<file path="config.mk">
export PLATFORM = sky130hd
export DESIGN_NAME = imem_boot_loader_flat
export DESIGN_NICKNAME = d
export VERILOG_FILES = /design/src/rtl/imem_boot_loader_pkg.sv /design/src/rtl/imem_boot_loader_if.sv /design/src/rtl/imem_boot_loader_byte_word_packer.sv /design/src/rtl/imem_boot_loader.sv /design/src/flat_wrapper.sv
export SDC_FILE = /design/constraint.sdc
export NUM_CORES = 1
export LEC_CHECK = 0
export ABC_AREA = 1
export BUFFER_PORTS_ARGS = -buffer_cell sky130_fd_sc_hd__buf_4
export CORE_ASPECT_RATIO = 0.9
export CORE_MARGIN = 2
export CORE_UTILIZATION = 55
export CTS_CLUSTER_DIAMETER = 80
export DETAILED_ROUTE_END_ITERATION = 12
export PLACE_DENSITY = 0.75
export SLEW_MARGIN = 20
export SYNTH_ARGS = -nofsm -noshare
export SYNTH_HDL_FRONTEND = slang
export SYNTH_SLANG_ARGS = --single-unit
</file>
<file path="constraint.sdc">
create_clock -name clk -period 3.1 [get_ports clk]
set_input_delay 0.62 -clock clk [delete_from_list [all_inputs] [get_ports clk]]
set_output_delay 0.62 -clock clk [all_outputs]
set_load 0.01 [all_outputs]
</file>
<file path="src/rtl/imem_boot_loader_pkg.sv">
// Shared types and constants for the instruction-memory boot loader.
// Optional trailer checksum is enabled by defining IMEM_BOOT_CHECKSUM_EN.
package imem_boot_pkg;

  localparam int HDR_BYTES  = 2;
  localparam int WORD_BYTES = 4;
  localparam int LANE_W     = $clog2(WORD_BYTES);
  localparam int COUNT_W    = 8 * HDR_BYTES;

  typedef enum logic [2:0] {
    HDR_LO,
    HDR_HI,
    LOAD,
    WRITE,
    TRAILER,
    HOLD,
    RUN,
    ERROR
  } state_e;

  // States in which the loader takes bytes from the stream.
  function automatic logic accepts(state_e s);
    return (s == HDR_LO) || (s == HDR_HI) || (s == LOAD) || (s == TRAILER);
  endfunction

endpackage

</file>
<file path="src/rtl/imem_boot_loader_if.sv">
// Byte-stream input, instruction-memory write port and core control of the boot loader.
// slave = loader side, master = stream source / memory / core side.
interface imem_boot_loader_if #(
  parameter int ADDR_WIDTH = 10
);
  logic                  s_valid;
  logic [7:0]            s_data;
  logic                  s_ready;
  logic                  imem_we;
  logic [ADDR_WIDTH-1:0] imem_addr;
  logic [31:0]           imem_wdata;
  logic                  core_rst;
  logic                  done;
  logic                  err;

  modport slave (
    input  s_valid, s_data,
    output s_ready, imem_we, imem_addr, imem_wdata, core_rst, done, err
  );

  modport master (
    output s_valid, s_data,
    input  s_ready, imem_we, imem_addr, imem_wdata, core_rst, done, err
  );
endinterface

</file>
<file path="src/rtl/imem_boot_loader_byte_word_packer.sv">
// Packs bytes little-endian into a 32-bit word; word_full_o flags the push that
// completes a word, and word_o already includes that incoming byte.
module byte_word_packer
  import imem_boot_pkg::*;
(
  input  logic        clk,
  input  logic        rst,
  input  logic        push_i,
  input  logic [7:0]  data_i,
  output logic        word_full_o,
  output logic [31:0] word_o
);

  logic [LANE_W-1:0]              lane_q;
  logic [WORD_BYTES-1:0][7:0]     lanes_q;
  logic [WORD_BYTES-1:0][7:0]     word_v;

  always_comb begin
    word_v         = lanes_q;
    word_v[lane_q] = data_i;
  end

  assign word_o      = word_v;
  assign word_full_o = push_i && (lane_q == LANE_W'(WORD_BYTES - 1));

  always_ff @(posedge clk) begin
    if (!rst) begin
      lane_q <= '0;
    end else if (push_i) begin
      lane_q <= lane_q + 1'b1;
    end
  end

  // Lane data needs no reset: every lane is rewritten before a word completes.
  always_ff @(posedge clk) begin
    if (push_i) begin
      lanes_q[lane_q] <= data_i;
    end
  end

endmodule

</file>
<file path="src/rtl/imem_boot_loader.sv">
// Boot loader: header (word count), payload packed into imem words, then core release.
// Define IMEM_BOOT_CHECKSUM_EN to require an XOR trailer byte after the payload.
module imem_boot_loader
  import imem_boot_pkg::*;
#(
  parameter int ADDR_WIDTH    = 10,
  parameter int RELEASE_DELAY = 3
) (
  input  logic                clk,
  input  logic                rst,
  imem_boot_loader_if.slave   bus
);

  localparam logic [31:0] CAP = 32'd1 << ADDR_WIDTH;
`ifdef IMEM_BOOT_CHECKSUM_EN
  localparam state_e LAST_NEXT = TRAILER;
`else
  localparam state_e LAST_NEXT = HOLD;
`endif

  state_e                state_q, state_d;
  logic [COUNT_W-1:0]    count_q, count_d;
  logic [ADDR_WIDTH:0]   idx_q, idx_d;
  logic [3:0]            delay_q, delay_d;
  logic                  s_ready_q, s_ready_d;
  logic                  imem_we_q, imem_we_d;
  logic [ADDR_WIDTH-1:0] imem_addr_q, imem_addr_d;
  logic [31:0]           imem_wdata_q, imem_wdata_d;
  logic                  core_rst_q, core_rst_d;
  logic                  done_q, done_d;
  logic                  err_q, err_d;
`ifdef IMEM_BOOT_CHECKSUM_EN
  logic [7:0]            csum_q, csum_d;
`endif

  logic               fire;
  logic               word_full;
  logic [31:0]        word;
  logic [COUNT_W-1:0] hdr_cnt;

  assign fire    = bus.s_valid && s_ready_q;
  assign hdr_cnt = {bus.s_data, count_q[7:0]};

  byte_word_packer u_packer (
    .clk        (clk),
    .rst        (rst),
    .push_i     (fire && (state_q == LOAD)),
    .data_i     (bus.s_data),
    .word_full_o(word_full),
    .word_o     (word)
  );

  always_ff @(posedge clk) begin
    if (!rst) begin
      state_q      <= HDR_LO;
      count_q      <= '0;
      idx_q        <= '0;
      delay_q      <= '0;
      s_ready_q    <= 1'b0;
      imem_we_q    <= 1'b0;
      imem_addr_q  <= '0;
      imem_wdata_q <= '0;
      core_rst_q   <= 1'b0;
      done_q       <= 1'b0;
      err_q        <= 1'b0;
`ifdef IMEM_BOOT_CHECKSUM_EN
      csum_q       <= '0;
`endif
    end else begin
      state_q      <= state_d;
      count_q      <= count_d;
      idx_q        <= idx_d;
      delay_q      <= delay_d;
      s_ready_q    <= s_ready_d;
      imem_we_q    <= imem_we_d;
      imem_addr_q  <= imem_addr_d;
      imem_wdata_q <= imem_wdata_d;
      core_rst_q   <= core_rst_d;
      done_q       <= done_d;
      err_q        <= err_d;
`ifdef IMEM_BOOT_CHECKSUM_EN
      csum_q       <= csum_d;
`endif
    end
  end

  always_comb begin
    state_d = state_q;
    count_d = count_q;
    idx_d   = idx_q;
    delay_d = '0;
`ifdef IMEM_BOOT_CHECKSUM_EN
    csum_d  = csum_q;
`endif
    case (state_q)
      HDR_LO: if (fire) begin
        count_d[7:0] = bus.s_data;
        state_d      = HDR_HI;
      end
      HDR_HI: if (fire) begin
        count_d = hdr_cnt;
        if (hdr_cnt == '0)                state_d = LAST_NEXT;
        else if (32'(hdr_cnt) > CAP)      state_d = ERROR;
        else                              state_d = LOAD;
      end
      LOAD: begin
`ifdef IMEM_BOOT_CHECKSUM_EN
        if (fire) csum_d = csum_q ^ bus.s_data;
`endif
        if (word_full) state_d = WRITE;
      end
      WRITE: begin
        idx_d   = idx_q + 1'b1;
        state_d = ((32'(idx_q) + 32'd1) == 32'(count_q)) ? LAST_NEXT : LOAD;
      end
`ifdef IMEM_BOOT_CHECKSUM_EN
      TRAILER: if (fire) begin
        state_d = (bus.s_data == csum_q) ? HOLD : ERROR;
      end
`endif
      // HOLD lasts RELEASE_DELAY+1 cycles so release lands RELEASE_DELAY+1 edges after entry.
      HOLD: begin
        if (delay_q == 4'(RELEASE_DELAY)) state_d = RUN;
        else                              delay_d = delay_q + 1'b1;
      end
      RUN:     state_d = RUN;
      ERROR:   state_d = ERROR;
      default: state_d = ERROR;
    endcase
  end

  always_comb begin
    s_ready_d    = accepts(state_d);
    imem_we_d    = (state_d == WRITE);
    imem_addr_d  = (state_d == WRITE) ? idx_q[ADDR_WIDTH-1:0] : imem_addr_q;
    imem_wdata_d = word_full ? word : imem_wdata_q;
    core_rst_d   = (state_d == RUN);
    done_d       = (state_d == RUN);
    err_d        = (state_d == ERROR);
  end

  assign bus.s_ready    = s_ready_q;
  assign bus.imem_we    = imem_we_q;
  assign bus.imem_addr  = imem_addr_q;
  assign bus.imem_wdata = imem_wdata_q;
  assign bus.core_rst   = core_rst_q;
  assign bus.done       = done_q;
  assign bus.err        = err_q;

endmodule
</file>
<file path="src/flat_wrapper.sv">
// flat-port wrapper written by rule: the top's interface ports become plain ports
module imem_boot_loader_flat import imem_boot_pkg::*;
#(
  parameter int ADDR_WIDTH    = 10,
  parameter int RELEASE_DELAY = 3
)
  (clk, rst, bus_s_valid, bus_s_data, bus_s_ready, bus_imem_we, bus_imem_addr, bus_imem_wdata, bus_core_rst, bus_done, bus_err);
  imem_boot_loader_if #(.ADDR_WIDTH(ADDR_WIDTH)) bus_i ();
  input  logic clk;
  input  logic rst;
  input wire logic [$bits(bus_i.s_valid)-1:0] bus_s_valid;
  input wire logic [$bits(bus_i.s_data)-1:0] bus_s_data;
  output wire logic [$bits(bus_i.s_ready)-1:0] bus_s_ready;
  output wire logic [$bits(bus_i.imem_we)-1:0] bus_imem_we;
  output wire logic [$bits(bus_i.imem_addr)-1:0] bus_imem_addr;
  output wire logic [$bits(bus_i.imem_wdata)-1:0] bus_imem_wdata;
  output wire logic [$bits(bus_i.core_rst)-1:0] bus_core_rst;
  output wire logic [$bits(bus_i.done)-1:0] bus_done;
  output wire logic [$bits(bus_i.err)-1:0] bus_err;
  assign bus_i.s_valid = bus_s_valid;
  assign bus_i.s_data = bus_s_data;
  assign bus_s_ready = bus_i.s_ready;
  assign bus_imem_we = bus_i.imem_we;
  assign bus_imem_addr = bus_i.imem_addr;
  assign bus_imem_wdata = bus_i.imem_wdata;
  assign bus_core_rst = bus_i.core_rst;
  assign bus_done = bus_i.done;
  assign bus_err = bus_i.err;
  imem_boot_loader #(.ADDR_WIDTH(ADDR_WIDTH), .RELEASE_DELAY(RELEASE_DELAY)) u_core (.clk(clk), .rst(rst), .bus(bus_i));
endmodule
</file>
==> impl_metrics.tcl, run 1 <==
set metrics [dict create \
    hold_path_startpoint "u_core.bus.imem_wdata[25]$_SDFFE_PN0P_" \
    synth_area_sq_um 4910 \
    reg2reg_slack_ps 970 \
    initialDrtViolationCount 269 \
    cap_viol_max_count 0 \
    synthAdderAreaFrac_pct 1.53 \
    synth_xor_xnor_area_share_pct 0.178 \
    synthSimpleGateAreaFrac_pct 23.9 \
    post_route_cells_drive_above_1_share_pct 15.9 \
    synth.area.mux_share_pct 2.75 \
    synth-seq-area-share_pct 50.5 \
    clock_tree.buffer_depth 2 \
    cts_made_buffers 9 \
    postRouteWirelength_mm 11.3 \
    finClkSkew_ps 11.1 \
    design.die.area_sq_um 9700 \
    worstReg2RegStart "u_core.idx_q[0]$_SDFFE_PN0P_" \
    route.detailed.drc 0 \
    post-dp-hpwl_mm 7.73 \
    cells_resized_by_post_cts_repair 0 \
    synth-warning-count 0 \
    yosysMostFrequentCell "sky130_fd_sc_hd__nand2_1" \
    actual_slew_at_the_worst_max_slew_pin_ps 822 \
    path_clk_slew_ps 110 \
    leakage_nw 2.21 \
    horiz_die_dim_microns 104 \
    worst_vdd_drop_uv 262 \
    insertedDiodeCount 0 \
    globalRouteTotalUtil_pct 23.9 \
    timing.fmax_mhz 469 \
    rsz0062_at_grt "no" \
    power_density_nw_per_um2 479 \
    synth-compound-area-share_pct 13.3 \
    postSynthCellCount 615 \
    reg2regPathDepth 11 \
    timing.max_slew.rel_slack_pct 45.2 \
    drt-wirelength-per-cell_microns 14.5 \
    netlist_top_cells_area "sky130_fd_sc_hd__dfxtp_1 (33%), sky130_fd_sc_hd__edfxtp_1 (17%), sky130_fd_sc_hd__a21oi_1 (9.3%)" \
    worst-path-max-fanout 7 \
    hold_removal_path_class "flip-flop to flip-flop" \
    crit_path_cell_trace "ha_1 -> nand3_1 -> nor2_1 -> nand2_1 -> nand3_1 -> nand2_1 -> nor2_1 -> nand4_2 -> nand2_1 -> nand2_1 -> nor2_1" \
    mappedNetlistNets 632 \
    syn-mean-instance-area_sq_um 7.99 \
    cts_setup_buffers 0 \
    crit_path_start "u_core.idx_q[0]$_SDFFE_PN0P_" \
    root_buffer_cell "sky130_fd_sc_hd__clkbuf_8" \
    cts_max_level 3 \
    min_period_ps 2130 \
    synth-async-reset-ratio_pct 0 \
    die-height_microns 93.7 \
    core_area_sq_um 8610 \
    timing.critical_path.mode_cell "sky130_fd_sc_hd__nand2_1" \
    global_placement_routability_congestion 0.915 \
    yosys.area.top_type_share_pct 33.4 \
    post_route_antenna_net_violation_count 0 \
    cp_slowest_cell "sky130_fd_sc_hd__dfxtp_1" \
    area_growth_syn_to_layout_pct 13.8 \
    setup-tns-final_ps 0 \
    synth_ff_type "sky130_fd_sc_hd__dfxtp_1" \
    critPathMaxStageDelay_ps 500 \
    placementRows 32 \
    worst_skew_pair.late_latency_ps 390 \
    grt_first_pass_wirelength_mm 18.6 \
    synth_top_family_by_area "simple AND/OR/NAND/NOR gates" \
    netlist.top_cell.by_area "sky130_fd_sc_hd__dfxtp_1" \
    num-nets-final 674 \
    tritoncts_clock_tree "built" \
    setup.worst_path.end "u_core.bus.err$_SDFF_PN0_" \
    end_kind "flip-flop" \
    report.final.setup_viol 0 \
    floorplan.initialDensity_pct 57.1 \
    port_buffers 57 \
    critical_path_class "flip-flop to flip-flop" \
    antenna_found_initial 0 \
    via_per_inst 5.51 \
    post_synth_most_frequent_cells "sky130_fd_sc_hd__nand2_1 (110), sky130_fd_sc_hd__a21oi_1 (91), sky130_fd_sc_hd__dfxtp_1 (82)" \
    via_count 4303 \
    worst_r2r_endpoint "u_core.bus.err$_SDFF_PN0_" \
    detailedRoute.firstPassIterationCount 5 \
    slew_viol_final 0 \
    cp-start-kind "flip-flop" \
    layout_worst_path_cycle_share_pct 68.7 \
    grt_overflow 0 \
    grt_max_degree 67 \
    grt_pass1_vias 3851 \
    report.final.hold_viol_count 0 \
    yosys.cell_types.count 31 \
    worst_hold_slack_ps 456 \
    floorplan.io_pins 58 \
    worst-endpoint-required_ps 3430 \
    synth_edf_count 28 \
    cts_hold_buf 0 \
    cts.sink_count 110 \
    run_status "finished clean" \
    timing.critical_path.arrival_ps 2460 \
    synth-seq-cells 110 \
]
==> layout by cell type (no fill, tap or decap), drive strengths merged <==
master	Yosys	final
ha	6	6
a211oi	1	1
clkinv	1	4
clkbuf	17	9
o211ai	4	4
nand2	114	114
a31oi	1	1
nor3	4	4
o21ai	31	31
nand4	10	10
nand3	81	81
or2	1	1
nor2	53	53
dfxtp	82	82
a21oi	91	91
xor2	1	1
buf	13	61
mux2	12	12
edfxtp	28	28
inv	64	68
==> layer usage <==
metal	wire (microns)	track usage, %
met5	0	0
met4	98	6.76
met3	736	5.13
met2	5240	38.6
met1	5260	32.8
==> logic make-up after synthesis <==
| group | count (synthesis) |
|---|---|
| compound gates | 128 |
| xor+xnor | 1 |
| fa+ha+maj | 6 |
| buf+inv | 95 |
| flops | 110 |
| mux | 12 |
| simple gates | 263 |
==> critical path, delay by kind of cell, from the launching register on <==
kind	cells	cell delay (ps)
adder cells (fa/ha/maj)	1	270
AND/OR/NAND/NOR	10	1320
flip-flops	1	500
==> layout make-up <==
type / count / area, sq um
tap: 119 / 149
sequential: 110 / 2480
fill: 763 / 3020
inverter: 65 / 244
timing repair buffer: 61 / 458
clock inverter: 7 / 81.3
clock buffer: 9 / 124
multi-input combinational: 410 / 2050
==> power breakdown <==
group | internal (W) | total (W) | switching, W
Combinational | 0.0000846 | 0.000260 | 0.000175
Clock | 0.000327 | 0.000885 | 0.000558
Sequential | 0.00151 | 0.00153 | 0.0000266
==> sequential cells by signal, indices dropped and copies added, names as in the netlist <==
| register | count |
|---|---|
| u_core.u_packer.lanes_q | 28 |
| u_core.count_q | 16 |
| u_core.bus.imem_addr | 10 |
| u_core.bus.err | 1 |
| u_core.bus.imem_we | 1 |
| u_core.u_packer.lane_q | 2 |
| u_core.idx_q | 11 |
| u_core.bus.core_rst | 1 |
| u_core.bus.imem_wdata | 32 |
| u_core.bus.s_ready | 1 |
| u_core.delay_q | 4 |
| u_core.state_q | 3 |
==> stage by stage <==
step                      power (W)  area, sq um  setup WS [ps]  utilization, %  std cells
final                       0.00268         5590            969            64.9        781
after global routing        0.00279         5590            763            64.9        781
after detailed placement    0.00182         5380            707            62.5        765
after global placement      0.00182         5380            813            62.5        765
after CTS                   0.00269         5590           1010            64.9        781
after floorplan             0.00175         4910            672               -        615
==> worst min-delay path by stage <==
stage                     slack, ps  cells past startpoint                                endpoint
after floorplan                 420                      1            u_core.delay_q[0]$_SDFF_PP0_
after global placement          430                      1            u_core.delay_q[0]$_SDFF_PP0_
after detailed placement        440                      1            u_core.delay_q[0]$_SDFF_PP0_
after CTS                       460                      2  u_core.bus.imem_wdata[25]$_SDFFE_PN0P_
after global routing            480                      2  u_core.bus.imem_wdata[26]$_SDFFE_PN0P_
final                           460                      2  u_core.bus.imem_wdata[25]$_SDFFE_PN0P_
(Power assumes the default switching activity.)
==> run 2: changes to the inputs <==
- ABC_AREA: 1 -> 0
- CORE_UTILIZATION: 55 -> 52
- clock period: 3.1 -> 1.88 ns (I/O delays scaled with it)
==> run 2 against run 1 <==
The flow now finishes with violations (negative setup slack). Global-route usage shrank 1.5 points. Utilization up 0.96 points. Clock power increased by 62%. Synthesized cell count is 21% lower. Sequential power up 61%. Cell count fell by 12%. Die area increased by 0.11%. Worst hold slack got worse by 170 ps. Worst setup slack worse by 1100 ps. First-iteration DRC count shrank 29%. Highest routed layer unchanged.
==> impl_metrics.tcl, run 2 <==
set metrics [dict create \
    run_status "finished, violations left" \
    failed_checks "negative setup slack" \
    yosysMostFrequentCell "sky130_fd_sc_hd__nand2_1" \
    postRouteWirelength_mm 10.4 \
    global_placement_routability_congestion 0.861 \
    cp-start-kind "flip-flop" \
    horiz_die_dim_microns 104 \
    power_density_nw_per_um2 780 \
    synth_top_family_by_area "simple AND/OR/NAND/NOR gates" \
    layout.cells.most_common "sky130_fd_sc_hd__nand2_1" \
    timing.max_slew.rel_slack_pct 71.2 \
    synth-warning-count 0 \
    grt_first_pass_wirelength_mm 17.3 \
    synth.area.mux_share_pct 10.1 \
    synth_ff_type "sky130_fd_sc_hd__dfxtp_1" \
    initialDrtViolationCount 190 \
    worst-endpoint-required_ps 2160 \
    via_per_inst 5.37 \
    worst_vdd_drop_uv 550 \
    via_count 3672 \
    rsz0062_at_grt "yes" \
    grt_pass1_vias 3475 \
    power_w 0.00444 \
    netlist.top_cell.by_area "sky130_fd_sc_hd__dfxtp_1" \
    cts_max_level 3 \
    area_growth_syn_to_layout_pct 22.5 \
    post_route_cells_drive_above_1_share_pct 29.7 \
    hold_removal_path_class "primary input to flip-flop" \
    placement.setup.worst_slack_ps -246 \
    postSynthCellCount 488 \
    synth-compound-area-share_pct 9.45 \
    clock_tree.buffer_depth 2 \
    floorplan.initialDensity_pct 53.8 \
    timing.fmax_mhz 505 \
    path_clk_slew_ps 100 \
    tritoncts_clock_tree "built" \
    layout_setup_ws_ps -101 \
    synth-async-reset-ratio_pct 0 \
    layout_worst_path_cycle_share_pct 105 \
    synth_edf_count 24 \
    insertedDiodeCount 0 \
    finClkSkew_ps 18.8 \
    yosys.area.top_type_share_pct 35.3 \
    report.final.hold_viol_count 0 \
    slew_viol_final 0 \
    cap_viol_max_count 0 \
    report.final.setup_viol 2 \
    port_buffers 57 \
    final.fill_count 703 \
    post-place-cells 665 \
    instances_no_fill 684 \
    synthSimpleGateAreaFrac_pct 19.5 \
    timing.critical_path.arrival_ps 2260 \
    post_route_antenna_net_violation_count 0 \
    cts.sink_count 106 \
    end_kind "flip-flop" \
    synth_area_sq_um 4650 \
    worst-path-max-fanout 3 \
    min_period_ps 1980 \
    setup-tns-final_ps -194 \
    detailedRoute.firstPassIterationCount 4 \
    critPathMaxStageDelay_ps 540 \
    synth-seq-area-share_pct 50.8 \
    flip_flop_count_of_the_largest_register_after_layout 32 \
    worst_hold_path.num_cells 3 \
    actual_slew_at_the_worst_max_slew_pin_ps 431 \
    leakage_nw 2.19 \
    floorplan.io_pins 58 \
    post_synth_most_frequent_cells "sky130_fd_sc_hd__nand2_1 (96), sky130_fd_sc_hd__dfxtp_1 (82), sky130_fd_sc_hd__a21oi_1 (50)" \
    die-height_microns 93.7 \
    cp_slowest_cell "sky130_fd_sc_hd__or4_4" \
    placementRows 32 \
    crit_path_cell_trace "or4_4 -> nor4_4 -> mux2i_2 -> o21a_1 -> o22ai_2 -> and4_1" \
    design.die.area_sq_um 9710 \
    drt-wirelength-per-cell_microns 15.3 \
    post-dp-hpwl_mm 7.31 \
    grt_overflow 0 \
    synth_xor_xnor_area_share_pct 3.96 \
    num-nets-final 577 \
    core_area_sq_um 8650 \
    critical_path_class "flip-flop to flip-flop" \
    cts_made_buffers 9 \
    mappedNetlistNets 505 \
    route.detailed.drc 0 \
    synthAdderAreaFrac_pct 1.61 \
    worst_skew_pair.late_latency_ps 390 \
    antenna_found_initial 0 \
    yosys.cell_types.count 56 \
    globalRouteTotalUtil_pct 22.5 \
    netlist_top_cells_area "sky130_fd_sc_hd__dfxtp_1 (35%), sky130_fd_sc_hd__edfxtp_1 (16%), sky130_fd_sc_hd__nand2_1 (7.8%)" \
    ff_latch_area_sq_um 2370 \
    root_buffer_cell "sky130_fd_sc_hd__clkbuf_8" \
    syn-mean-instance-area_sq_um 9.53 \
    most-common-layout-cells "sky130_fd_sc_hd__nand2_1 (96), sky130_fd_sc_hd__buf_4 (95), sky130_fd_sc_hd__dfxtp_1 (77)" \
    synth-seq-cells 106 \
    utilization_pct 65.9 \
    reg2regPathDepth 6 \
    multi_input_area_sq_um 2150 \
    grt_max_degree 64 \
]
## run 2: changes by cell type after synthesis, moves of 14 or more
cell	previous run	this run
sky130_fd_sc_hd__a21oi_1	91	50
sky130_fd_sc_hd__inv_1	62	8
sky130_fd_sc_hd__mux2i_1	0	20
sky130_fd_sc_hd__nand2_1	110	96
sky130_fd_sc_hd__nand3_1	80	9
sky130_fd_sc_hd__o21ai_0	30	7
## run 2: critical path: cells and delay by family (launching register included)
kind,cells,cell delay (ps)
compound gates,2,240
flops,1,340
mux,1,330
simple gates,3,970
## run 2: cell families after synthesis
logic type	Yosys count
xor+xnor	21
mux	44
compound gates	76
simple gates	188
flops	106
buf+inv	47
fa+ha+maj	6
## run 2: power by group
| part | internal, W | switching [W] | total (W) |
|---|---|---|---|
| Sequential | 0.00240 | 0.0000657 | 0.00246 |
| Clock | 0.000559 | 0.000869 | 0.00143 |
| Combinational | 0.000264 | 0.000292 | 0.000556 |
| Total | 0.00322 | 0.00123 | 0.00444 |
## run 2: final timing paths
path / start / end / slack, ps
worst max register to register: u_core.count_q[2]$_SDFFE_PN0P_ / u_core.bus.s_ready$_SDFF_PN0_ / -100
worst min register to register: u_core.delay_q[0]$_SDFF_PP0_ / u_core.delay_q[0]$_SDFF_PP0_ / 450
worst max-delay path: u_core.count_q[2]$_SDFFE_PN0P_ / u_core.bus.s_ready$_SDFF_PN0_ / -100
worst min-delay path: rst / u_core.bus.core_rst$_SDFF_PN0_ / 280
## run 2: timing repair
| item | in CTS | in global routing |
|---|---|---|
| gates resized for setup | 2 | 7 |
| hold buffers | 0 | 0 |
| pin swaps | 0 | 7 |
| endpoints found under the setup margin | 4 | 5 |
| buffers inserted | 1 | 2 |
## run 2: area by class of cell
class / instances / share of cell area (%)
clock inverters: 6 / 1.10
clock buffers: 10 / 2.42
multi-input cells: 335 / 37.7
inverters: 9 / 0.593
well taps: 119 / 2.61
flip-flops and latches: 106 / 41.7
repair buffers: 99 / 13.9
## run 2: layer usage
metal	GRT usage, %	vias to the layer above	wire, microns
met5	0	-	0
met4	7.21	0	116
met2	38.7	106	5040
met3	4.37	13	558
li1	-	1809	-
met1	28.8	1744	4720
## run 2: metrics by stage
stage | instance area, sq um | hold WS (ps)
3_3_place_gp | 5450 | 431
3_5_place_dp | 5450 | 440
5_1_grt | 5700 | 284
4_1_cts | 5670 | 272
2_1_floorplan | 4710 | 418
6_report | 5700 | 284
==> run 3: changes to the inputs <==
- ABC_AREA: 0 -> 1
- PLACE_DENSITY: 0.75 -> 0.74
==> run 3 against run 2 <==
The run now ends clean. Clock skew down 7.1 ps. Critical path type unchanged. Routed wire length increased by 14%. Via count grew 19%. Combinational power fell by 9.9%. Critical endpoint is now u_core.bus.err$_SDFF_PN0_.
==> impl_metrics.tcl, run 3 (same netlist as run 1, synthesis figures left out) <==
set metrics [dict create \
    report.final.setup_viol 0 \
    worst_hold_path.num_cells 3 \
    slew_viol_final 0 \
    hold_path_startpoint "bus_s_data[5]" \
    tritoncts_clock_tree "built" \
    detailedRoute.firstPassIterationCount 6 \
    worst_r2r_endpoint "u_core.bus.err$_SDFF_PN0_" \
    core_area_sq_um 9170 \
    worst_skew_pair.late_latency_ps 390 \
    timing.fmax_mhz 552 \
    actual_slew_at_the_worst_max_slew_pin_ps 451 \
    grt_first_pass_wirelength_mm 18.5 \
    clkPwrFrac_pct 32.8 \
    cap_viol_max_count 0 \
    via_count 4362 \
    combinationalPowerShare_pct 11.1 \
    area_growth_syn_to_layout_pct 19.5 \
    rsz0062_at_grt "yes" \
    die-height_microns 96.2 \
    cts_max_level 3 \
    post-dp-hpwl_mm 8.32 \
    worst-endpoint-required_ps 2210 \
    pwr-share-seq_pct 56.1 \
    run_status "finished clean" \
    postRouteWirelength_mm 11.9 \
    antenna_found_initial 0 \
    post-route-cell-area_sq_um 5870 \
    worst_hold_slack_ps 305 \
    instances_no_fill 808 \
    report.final.hold_viol_count 0 \
    drt-wirelength-per-cell_microns 14.7 \
    timing.critical_path.arrival_ps 2140 \
    global_placement_routability_congestion 0.931 \
    critical_path_class "flip-flop to flip-flop" \
    power_density_nw_per_um2 767 \
    final.fill_count 766 \
    finClkSkew_ps 11.7 \
    initialDrtViolationCount 342 \
    floorplan.io_pins 58 \
    layout_worst_path_cycle_share_pct 96.3 \
    worst-path-max-fanout 6 \
    horiz_die_dim_microns 106 \
    leakage_nw 2.34 \
    path_clk_slew_ps 120 \
    clock_tree.buffer_depth 2 \
    root_buffer_cell "sky130_fd_sc_hd__clkbuf_8" \
    globalRouteTotalUtil_pct 23.2 \
    insertedDiodeCount 0 \
    route.detailed.drc 0 \
    crit_path_start "u_core.idx_q[0]$_SDFFE_PN0P_" \
    worstReg2RegStart "u_core.idx_q[0]$_SDFFE_PN0P_" \
    post_route_antenna_net_violation_count 0 \
    end_kind "flip-flop" \
    power_w 0.00450 \
    placementRows 33 \
    timing.max_slew.rel_slack_pct 69.9 \
    grt_overflow 0 \
    worst_vdd_drop_uv 415 \
    detailed_place.area_sq_um 5540 \
    grt_pass1_vias 3953 \
    hold_worst_path_end "u_core.count_q[5]$_SDFFE_PN0P_" \
    grt_max_degree 48 \
    flip_flop_count_of_the_largest_register_after_layout 32 \
    design.die.area_sq_um 10200 \
    hold_removal_path_class "primary input to flip-flop" \
    cts_made_buffers 9 \
    num-nets-final 698 \
    reg2reg_slack_ps 70 \
    swShare_pct 28.9 \
    most-common-layout-cells "sky130_fd_sc_hd__nand2_1 (99), sky130_fd_sc_hd__a21oi_1 (91), sky130_fd_sc_hd__buf_4 (83)" \
    via_per_inst 5.40 \
    min_period_ps 1810 \
    floorplan.initialDensity_pct 53.6 \
    cp-start-kind "flip-flop" \
    layout.cells.most_common "sky130_fd_sc_hd__nand2_1" \
    post-place-cells 787 \
    power_report.internal_total_w 0.00320 \
    port_buffers 57 \
    utilization_pct 64.0 \
    switchingPower_w 0.00130 \
    cts.sink_count 110 \
    post_route_cells_drive_above_1_share_pct 22.2 \
    cts_hold_buf 0 \
    reg2regPathDepth 14 \
]
-- run 3: cell count changes in the layout (fill, tap and decap cells not counted), sizes merged, moves of 6 or more --
| cell | before | now |
|---|---|---|
| nand3 | 10 | 81 |
| inv | 14 | 67 |
| a21oi | 50 | 91 |
| o21ai | 8 | 31 |
| mux2i | 20 | 0 |
| nand2 | 96 | 114 |
| nor2 | 36 | 53 |
| buf | 99 | 85 |
| mux2 | 24 | 12 |
| xnor2 | 12 | 0 |
| xor2 | 9 | 1 |
| nand4 | 4 | 10 |
| nor4 | 6 | 0 |
-- run 3: worst max-delay path, stage by stage (launching register included) --
cell	delay (ps)
sky130_fd_sc_hd__dfxtp_2	350
sky130_fd_sc_hd__buf_4	160
sky130_fd_sc_hd__inv_2	100
sky130_fd_sc_hd__nand2_1	80
sky130_fd_sc_hd__nand2_2	90
sky130_fd_sc_hd__nand2_2	60
sky130_fd_sc_hd__nor2_2	130
sky130_fd_sc_hd__nand3_2	90
sky130_fd_sc_hd__nor2_1	110
sky130_fd_sc_hd__nand2_1	60
sky130_fd_sc_hd__nor2_2	120
sky130_fd_sc_hd__nand4_2	140
sky130_fd_sc_hd__nand2_1	100
sky130_fd_sc_hd__nand2_1	60
sky130_fd_sc_hd__nor2_1	100
-- run 3: worst max path at each step --
stage	to	slack, ps	cells past startpoint
6_report	u_core.bus.err$_SDFF_PN0_	70	14
5_1_grt	u_core.bus.err$_SDFF_PN0_	-60	14
4_1_cts	u_core.bus.err$_SDFF_PN0_	40	13
3_5_place_dp	u_core.bus.imem_wdata[1]$_SDFFE_PN0P_	50	9
3_3_place_gp	u_core.bus.err$_SDFF_PN0_	120	13
2_1_floorplan	u_core.u_packer.lanes_q[0]$_DFFE_PP_	190	5
-- run 3: what timing repair did --
item / 4_1_cts / 5_1_grt
buffers inserted: 0 / 5
resized for setup: 0 / 28
endpoints found under the setup margin: 0 / 28
-- run 3: area by class of cell --
cell class	count	area, sq um	share of cell area, %
Sequential cell	110	2490	42.4
Multi-Input combinational cell	410	2110	36.0
Timing Repair Buffer	85	654	11.2
Inverter	65	246	4.20
Tap cell	122	153	2.60
Clock buffer	9	124	2.11
Clock inverter	7	87.6	1.49
-- run 3: routing by layer --
metal	global-route usage, %	up-vias	routed length [microns]
li1	-	2190	-
met1	31.0	2014	5470
met2	38.6	140	5560
met3	3.99	18	697
met4	7.68	0	189
met5	0	-	0
-- run 3: metrics by stage --
step / setup slack [ps] / setup TNS, ps
after detailed placement: 52.7 / 0
after CTS: 37.9 / 0
after global placement: 122 / 0
after floorplan: 188 / 0
after global routing: -56.5 / -95.6
final: 70.0 / 0
-- run 3: power groups by stage --
stage	clock network, W	logic (W)	registers (W)
finish	0.00148	0.000501	0.00252
global route	0.00157	0.000554	0.00253
CTS	0.00149	0.000466	0.00252
detailed placement	0	0.000463	0.00258
global placement	0	0.000450	0.00257
floorplan	0	0.000312	0.00257
